<file path="config.mk">
export PLATFORM = sky130hd
export DESIGN_NAME = morse_key_sequencer
export DESIGN_NICKNAME = d
export VERILOG_FILES = /design/src/rtl/morse_key_sequencer.sv
export SDC_FILE = /design/constraint.sdc
export NUM_CORES = 1
export LEC_CHECK = 0
export BUFFER_PORTS_ARGS = -buffer_cell sky130_fd_sc_hd__buf_2
export CORE_MARGIN = 1.5
export CORE_UTILIZATION = 60
export CTS_BUF_LIST = sky130_fd_sc_hd__clkbuf_2 sky130_fd_sc_hd__clkbuf_4 sky130_fd_sc_hd__clkbuf_8
export DETAILED_ROUTE_END_ITERATION = 12
export GPL_ROUTABILITY_DRIVEN = 0
export GPL_TIMING_DRIVEN = 0
export HOLD_SLACK_MARGIN = 0.15
export PLACE_DENSITY = 0.78
export SYNTH_ARGS = -nofsm -noshare
export SYNTH_HDL_FRONTEND = slang
export SYNTH_SLANG_ARGS = --single-unit
</file>
<file path="constraint.sdc">
create_clock -name clk -period 4.2 [get_ports clk]
set_input_delay 0.21 -clock clk [delete_from_list [all_inputs] [get_ports clk]]
set_output_delay 0.21 -clock clk [all_outputs]
set_load 0.005 [all_outputs]
</file>
<file path="src/rtl/morse_key_sequencer.sv">
// morse_key_sequencer
// Times debounced key press/release durations against a free-running
// prescaled tick and emits Morse symbols (dot, dash, letter gap, word gap)
// through a 4-entry valid/ready FIFO.
//
// Build option: define MORSE_WORD_GAP_EN to enable the LETTER state and
// word-gap symbols (code 11). Without it the FSM returns to IDLE right after
// the letter gap and code 11 is never produced.
//
// state  | meaning
// -------+-------------------------------------------------------------
// IDLE   | key released, no gap timing pending
// PRESS  | key held, timing the press to classify dot/dash
// GAP    | key released after a press, timing toward a letter gap
// LETTER | letter gap emitted, timing toward a word gap (word-gap build)

module morse_key_sequencer #(
    parameter int TICK_DIV = 27000,
    parameter int CNT_W    = 12,
    parameter int DASH_T   = 240,
    parameter int LETTER_T = 240,
    parameter int WORD_T   = 600
) (
    input  logic       clk,
    input  logic       rst_n,
    input  logic       key,
    input  logic       sym_ready,
    output logic       sym_valid,
    output logic [1:0] sym_code,
    output logic       pressed,
    output logic       overflow
);

    localparam int               PRE_W    = (TICK_DIV > 1) ? $clog2(TICK_DIV) : 1;
    localparam logic [PRE_W-1:0] PRE_MAX  = PRE_W'(TICK_DIV - 1);
    localparam logic [CNT_W-1:0] DUR_MAX  = '1;
    localparam logic [CNT_W-1:0] DASH_C   = CNT_W'(DASH_T);
    localparam logic [CNT_W-1:0] LETTER_C = CNT_W'(LETTER_T);
`ifdef MORSE_WORD_GAP_EN
    localparam logic [CNT_W-1:0] WORD_C   = CNT_W'(WORD_T);
`endif

    localparam logic [1:0] SYM_DOT    = 2'b00;
    localparam logic [1:0] SYM_DASH   = 2'b01;
    localparam logic [1:0] SYM_LETTER = 2'b10;
`ifdef MORSE_WORD_GAP_EN
    localparam logic [1:0] SYM_WORD   = 2'b11;
`endif

    // A word gap must come strictly after the letter gap it follows.
    if (WORD_T <= LETTER_T) begin : g_bad_word_t
        $error("morse_key_sequencer: WORD_T must exceed LETTER_T");
    end

`ifdef MORSE_WORD_GAP_EN
    typedef enum logic [1:0] {
        IDLE   = 2'd0,
        PRESS  = 2'd1,
        GAP    = 2'd2,
        LETTER = 2'd3
    } state_t;
`else
    typedef enum logic [1:0] {
        IDLE   = 2'd0,
        PRESS  = 2'd1,
        GAP    = 2'd2
    } state_t;
`endif

    state_t           state_q;
    state_t           state_d;

    logic [PRE_W-1:0] pre_cnt;
    logic             tick;
    logic             key_q;
    logic             rise;
    logic             fall;
    logic [CNT_W-1:0] dur;
    logic [CNT_W-1:0] dur_inc;

    logic             push;
    logic [1:0]       push_code;

    logic [1:0]       fifo_mem [4];
    logic [1:0]       wr_ptr;
    logic [1:0]       rd_ptr;
    logic [2:0]       count;
    logic             full;
    logic             do_push;
    logic             do_pop;

    assign tick    = (pre_cnt == PRE_MAX);
    assign rise    = key & ~key_q;
    assign fall    = ~key & key_q;
    assign dur_inc = dur + CNT_W'(1);

    // Free-running prescaler; key activity never realigns its phase.
    always_ff @(posedge clk or negedge rst_n) begin
        if (!rst_n) begin
            pre_cnt <= '0;
        end else if (tick) begin
            pre_cnt <= '0;
        end else begin
            pre_cnt <= pre_cnt + PRE_W'(1);
        end
    end

    // Registered key copy for edge detection.
    always_ff @(posedge clk or negedge rst_n) begin
        if (!rst_n) begin
            key_q <= 1'b0;
        end else begin
            key_q <= key;
        end
    end

    // Duration in ticks since the last state change, saturating at all-ones.
    always_ff @(posedge clk or negedge rst_n) begin
        if (!rst_n) begin
            dur <= '0;
        end else if (state_d != state_q) begin
            dur <= '0;
        end else if (tick && (dur != DUR_MAX)) begin
            dur <= dur_inc;
        end
    end

    // FSM state register.
    always_ff @(posedge clk or negedge rst_n) begin
        if (!rst_n) begin
            state_q <= IDLE;
        end else begin
            state_q <= state_d;
        end
    end

    // Next-state and symbol push; a key edge always beats a gap threshold.
    always_comb begin
        state_d   = state_q;
        push      = 1'b0;
        push_code = SYM_DOT;
        case (state_q)
            IDLE: begin
                if (rise) begin
                    state_d = PRESS;
                end
            end
            PRESS: begin
                if (fall) begin
                    push      = 1'b1;
                    push_code = (dur < DASH_C) ? SYM_DOT : SYM_DASH;
                    state_d   = GAP;
                end
            end
            GAP: begin
                if (rise) begin
                    state_d = PRESS;
                end else if (tick && (dur_inc == LETTER_C)) begin
                    push      = 1'b1;
                    push_code = SYM_LETTER;
`ifdef MORSE_WORD_GAP_EN
                    state_d   = LETTER;
`else
                    state_d   = IDLE;
`endif
                end
            end
`ifdef MORSE_WORD_GAP_EN
            LETTER: begin
                if (rise) begin
                    state_d = PRESS;
                end else if (tick && (dur_inc == WORD_C)) begin
                    push      = 1'b1;
                    push_code = SYM_WORD;
                    state_d   = IDLE;
                end
            end
`endif
            default: begin
                state_d = IDLE;
            end
        endcase
    end

    assign pressed   = (state_q == PRESS);

    assign full      = (count == 3'd4);
    assign sym_valid = (count != 3'd0);
    assign sym_code  = fifo_mem[rd_ptr];
    assign do_pop    = sym_valid & sym_ready;
    assign do_push   = push & (~full | do_pop);

    // Symbol FIFO storage, pointers and occupancy.
    always_ff @(posedge clk or negedge rst_n) begin
        if (!rst_n) begin
            for (int i = 0; i < 4; i++) begin
                fifo_mem[i] <= 2'b00;
            end
            wr_ptr <= 2'd0;
            rd_ptr <= 2'd0;
            count  <= 3'd0;
        end else begin
            if (do_push) begin
                fifo_mem[wr_ptr] <= push_code;
                wr_ptr           <= wr_ptr + 2'd1;
            end
            if (do_pop) begin
                rd_ptr <= rd_ptr + 2'd1;
            end
            case ({do_push, do_pop})
                2'b10:   count <= count + 3'd1;
                2'b01:   count <= count - 3'd1;
                default: count <= count;
            endcase
        end
    end

    // Sticky drop flag: a push arrived while full with no pop to make room.
    always_ff @(posedge clk or negedge rst_n) begin
        if (!rst_n) begin
            overflow <= 1'b0;
        end else if (push && full && !do_pop) begin
            overflow <= 1'b1;
        end
    end

endmodule
</file>
After elaboration in Yosys (flattened, before gate mapping)
Index checks and enable logic that the tools add are counted.

Latch bits: 0. Output and inout port bits: 5. Memories kept: 0. Memory bits (read-only): 0. Register bits after elaboration: 46. Bits in writable memories: 0.

Add/subtract/negate cells: 6. Muxes and demuxes: 24. Reduce and logical (&&, ||, !) cells: 10. Multiply operators: 0. $lt $le $gt $ge: 4. Shift operators: 0. Divide/modulo/power cells: 0. Bitwise logic cells: 10. Equal/unequal tests: 9.

Operators by type and width (number): 12-bit 2-to-1 mux (2); 2-bit 2-to-1 mux (9); 15-bit by 1-bit adder with 15-bit output (second input constant) (1); 15-bit == test (second input constant) (1); 15-bit 2-to-1 mux (1); 12-bit by 1-bit adder with 12-bit output (second input constant) (1); 12-bit by 8-bit == test with 1-bit output (second input constant) (1); 12-bit by 8-bit < comparator with 1-bit output (second input constant) (1); 12-bit != test (second input constant) (1); 8-bit bitwise mux (1); 3-bit greater-or-equal comparator (second input constant) (2); 2-bit NOT with 3-bit output (2); 2-bit case mux with 3 select lines (1); 3-bit case mux with 2 select lines (1); 1-bit logical AND (5); 1-bit 2-to-1 mux (5); 2-bit by 1-bit adder with 2-bit output (second input constant) (2); 1-bit bitwise AND (4); 2-bit binary-select mux with 2-bit select (1); 2-bit demux with 2-bit select (1); 2-bit by 1-bit == test with 1-bit output (second input constant) (2); 2-bit == test (second input constant) (2); 2-bit case mux with 2 select lines (1); 2-bit nonzero test (2); other kinds (11) (13).

Logic depth before layout (Yosys ltp)
Word-level depth: 9. Mapped depth: 14. Depth with buffers taken out: 13.

Worst setup path before layout
Ideal clock, no wire load.

Path kind: register to register. Start point: register dur[0]. End point: register count[2]. Cell stages (with the launch flop): 15. Slack: 1422 ps. Clock period less this slack: 2778 ps. Arrival: 2699 ps. Cells stage by stage: dfrtp_1 ha_1 and3_1 buf_6 mux2i_1 mux2_4 nand4_4 nor2_4 a31oi_1 ha_1 inv_1 fa_1 xor2_1 nor2_1 xor2_1.

Word-level cells in the longest chain between the ends: 9.

Ends and longest elaborated chain: start, declared (RTL line 78) `logic [CNT_W-1:0] dur;`; start signal, assigned (RTL line 124) `dur <= dur_inc;`; 12-bit by 1-bit adder with 12-bit output * (RTL line 95) `assign dur_inc = dur + CNT_W'(1);`; 12-bit by 8-bit == test with 1-bit output * (RTL line 158) `end else if (tick && (dur_inc == LETTER_C)) begin`; 1-bit logical AND * (RTL line 158); 1-bit 2-to-1 mux * (RTL line 158); 1-bit 2-to-1 mux * (RTL line 156) `if (rise) begin`; 1-bit case mux with 2 select lines * (RTL line 142) `case (state_q)`; 1-bit bitwise AND * (RTL line 191) `assign do_push = push & (~full | do_pop);`; 2-bit by 1-bit == test with 1-bit output / 2-bit == test (equally long branches) (RTL line 210) `case ({do_push, do_pop})`; 3-bit case mux with 2 select lines / 2-bit nonzero test (equally long branches); end signal, assigned (RTL line 211) `2'b10: count <= count + 3'd1;`; end signal, assigned (RTL line 212) `2'b01: count <= count - 3'd1;`; end signal, assigned (RTL line 213) `default: count <= count;`; end, declared (RTL line 87) `logic [2:0] count;`.

Mark *: on every way between the ends. The rest lies on a longest branch, timed or not. A chain may end at the register's enable or synchronous reset.

Worst setup path after layout
Start point: register dur[2]. End point: register count[2].

Same word-level chain as after synthesis.

==> impl_results.md <==
- Clk_skew: 0.00865 ns
- Post-synthesis sequential area ratio: 39.9%
- Initial antenna violation count: 0
- Slew Limit Fails: 0
- Slowest cell on crit path: dfrtp_1
- CTS tree: yes
- Core area: approximately 4700 um^2
- #FFs+latches synth: 46
- Final Util: 66.7%
- Fillers: 363
- DP HPWL: roughly 4000 um
- Initial DRC Count: 199
- Maximum VDD drop: 346 uV
- Critical Path End Type: flip-flop
- Setup Fix Bufs, Post-CTS: 0
- Yosys top cell by area: dfrtp_1
- Tot Pwr: 1.34 mW
- Worst path depth: 12
- Library cells used by synthesis: 66
- Synth cell count leaders: 46 x dfrtp_1, 26 x nor2_1, 22 x nand2_1
- Slew HR: 32.4%
- WS Path Type: reg2reg
- Yosys top cell area share: 39.9%
- Vias per cell: 5.88
- Least-Margin Pin Slew: 1.01 ns
- Sum Neg Setup Slack: 0 ns
- Synth Area per Inst: 10.3 um^2
- Dominant synthesized flop cell: dfrtp_1
- Critical Path Source Type: flip-flop
- Final worst slack: 1.11 ns
- Inserted Diodes: 0
- Fraction of layout instances using a drive strength above 1: between 10% and 20%
- Area Growth Syn to Fin: 8.36%
- GRT overflow: 0
- Final #Nets: 315
- Root Buffer: clkbuf_8
- Final setup violation count: 0
- Die Width: 72.4 um
- Final Cycle Share: 73.6%
- Vias in the first global route: roughly 2000
- Clk sinks: 46
- RSZ-0062 raised after global routing: false
- Min cycle time layout: 3.09 ns
- Starting Density: 61.5%
- Worst-path clk slew: 0.09 ns
- Post-synth ARST share: 100%
- Hold WC Path Type: in2reg
- Io pins: 9
- Wire per inst: 15.5 um
- Hold buffers post-CTS: 2
- First-pass GRT wire length: 9360 um
- Final WL: 5480 um
- Routed via count: slightly above 2000
- Antenna-violating nets left: 0
- PwrDens: between 400 and 500 nW/um^2
- Mapped Area: between 2000 and 3000 um^2
- Hold Fails Final Rpt: 0
- Slowest Stage Delay on Critical Path: 0.48 ns
- Post-synth EDFFs: 0
- Leakage: 1.39 nW
- Clock Latency Late Sink: approximately 0.3 ns
- Crit-path leading delay family: simple AND/OR/NAND/NOR gates
- Run status: complete, no violations
- FP Rows: 25
- Cts bufs inserted: 5
- Post-CTS sizing: 0
- Count leader, synth: dfrtp_1
- Hold_ws: 0.274 ns
- Top cells by area, synth: dfrtp_1 40%, ha_1 5.2%, xor2_1 4.9%
- FF-to-FF path depth: 12
- Worst EP required: 4.42 ns
- Max_cap viols: 0
- Max H-tree Level: 2
- Hold Path Stages: 3
- Synth Instances: about 280
- Pin count of the biggest net entering global routing: 47
- Router iterations before antenna repair: 4
- CP Buf/Inv Count: 1
- DIE HEIGHT: 72.4 um
- Die ar.: 5240 um^2
- Critical Path AT: 3.32 ns
- DR DRC count: 0
- Place WS: roughly 1.1 ns
- Cell Chain, Critical Path: nand4_1 -> or3_1 -> mux2_4 -> nand4_4 -> nor2_4 -> a31oi_1 -> ha_1 -> inv_1 -> fa_1 -> xor2_1 -> nor2_1 -> xor2_1
- CP max FO: 8
- Port bufs: 8
- Fmax: 323 MHz
- Critical path's most frequent cell: xor2_1
- Syn_nets: ~300
- Clk buf depth: 2
- Total GRT Usage: 23.1%
- YS warnings: 0
[layout make-up]
cell class | instances | area (um^2) | area share (%)
clock buffers | 6 | 76.3 | 2.44
inverters | 15 | 56.3 | 1.80
repair buffers | 10 | 60.1 | 1.92
clock inverters | 2 | 37.5 | 1.20
flip-flops and latches | 46 | 1150 | 36.8
multi-input cells | 213 | 1640 | 52.3
well taps | 54 | 67.6 | 2.16
plain buffers | 7 | 45.0 | 1.44
[metal layers]
metal  routed length [um]  global-route usage (%)  vias up
met5                    0                       0        -
met2                 2650                    37.3       26
met3                  145                    5.14       10
li1                     -                       -     1025
met1                 2600                    31.5     1014
met4                   82                    6.50        0
[cells in the final DEF (no fill, tap or decap), types with 4 or more instances in the layout]
master,count
nand3_1,16
nand2b_1,5
a21oi_1,5
mux2i_1,8
xor2_1,16
nor2_2,9
xnor2_1,13
nand2_1,22
buf_2,10
dfrtp_1,46
a41o_1,4
clkbuf_8,5
o21ai_1,4
nand4_1,4
nor2_1,26
and3_1,5
or3_1,5
a21boi_0,4
ha_1,12
inv_1,15
[worst register-to-register path: cells and delay by family, from the launching register on]
family / cells / cell delay [ns]
simple gates: 5 / 1.03
fa+ha+maj: 2 / 0.59
flops: 1 / 0.48
mux: 1 / 0.34
xor+xnor: 2 / 0.30
compound gates: 1 / 0.21
buf+inv: 1 / 0.06
[power by group]
part | switching (mW) | leakage (nW) | internal, mW
logic | 0.271 | 0.748 | 0.188
clock network | 0.151 | 0.0548 | 0.184
registers | 0.0522 | 0.584 | 0.491
total | 0.474 | 1.39 | 0.864
[metrics by stage]
stage          instance area (um^2)  cells
6_report                       3130    353
5_1_grt                        3130    353
4_1_cts                        3130    353
3_5_place_dp                   3000    343
3_3_place_gp                   3000    343
2_1_floorplan                  2890    281
[flip-flops by register name (all words and copies together), names as in the netlist]
| signal | count |
|---|---|
| overflow | 1 |
| pre_cnt | 15 |
| wr_ptr | 2 |
| rd_ptr | 2 |
| dur | 12 |
| state_q | 2 |
| key_q | 1 |
| fifo_mem | 8 |
| count | 3 |
[worst paths after layout]
check,to,slack (ns),startpoint
worst max-delay path,count[2],1.11,dur[2]
worst min-delay path,rd_ptr[0],0.27,sym_ready
worst max register to register,count[2],1.11,dur[2]
worst min register to register,overflow,0.47,overflow
max in group asynchronous,fifo_mem[1],2.94,rst_n
min in group asynchronous,dur[3],0.62,rst_n
[logic make-up (layout without fill, tap and decap cells)]
logic type	count (synthesis)	in the layout	share of synthesized area [%]
adder cells (fa/ha/maj)	14	14	6.24
XOR/XNOR	30	30	9.36
flip-flops	46	46	39.9
buffers and inverters	22	40	3.51
multiplexers	11	11	4.85
AND/OR/NAND/NOR	119	119	24.6
AO/OA/AOI/OAI	39	39	11.6
Power figures use the tool's default switching activity.
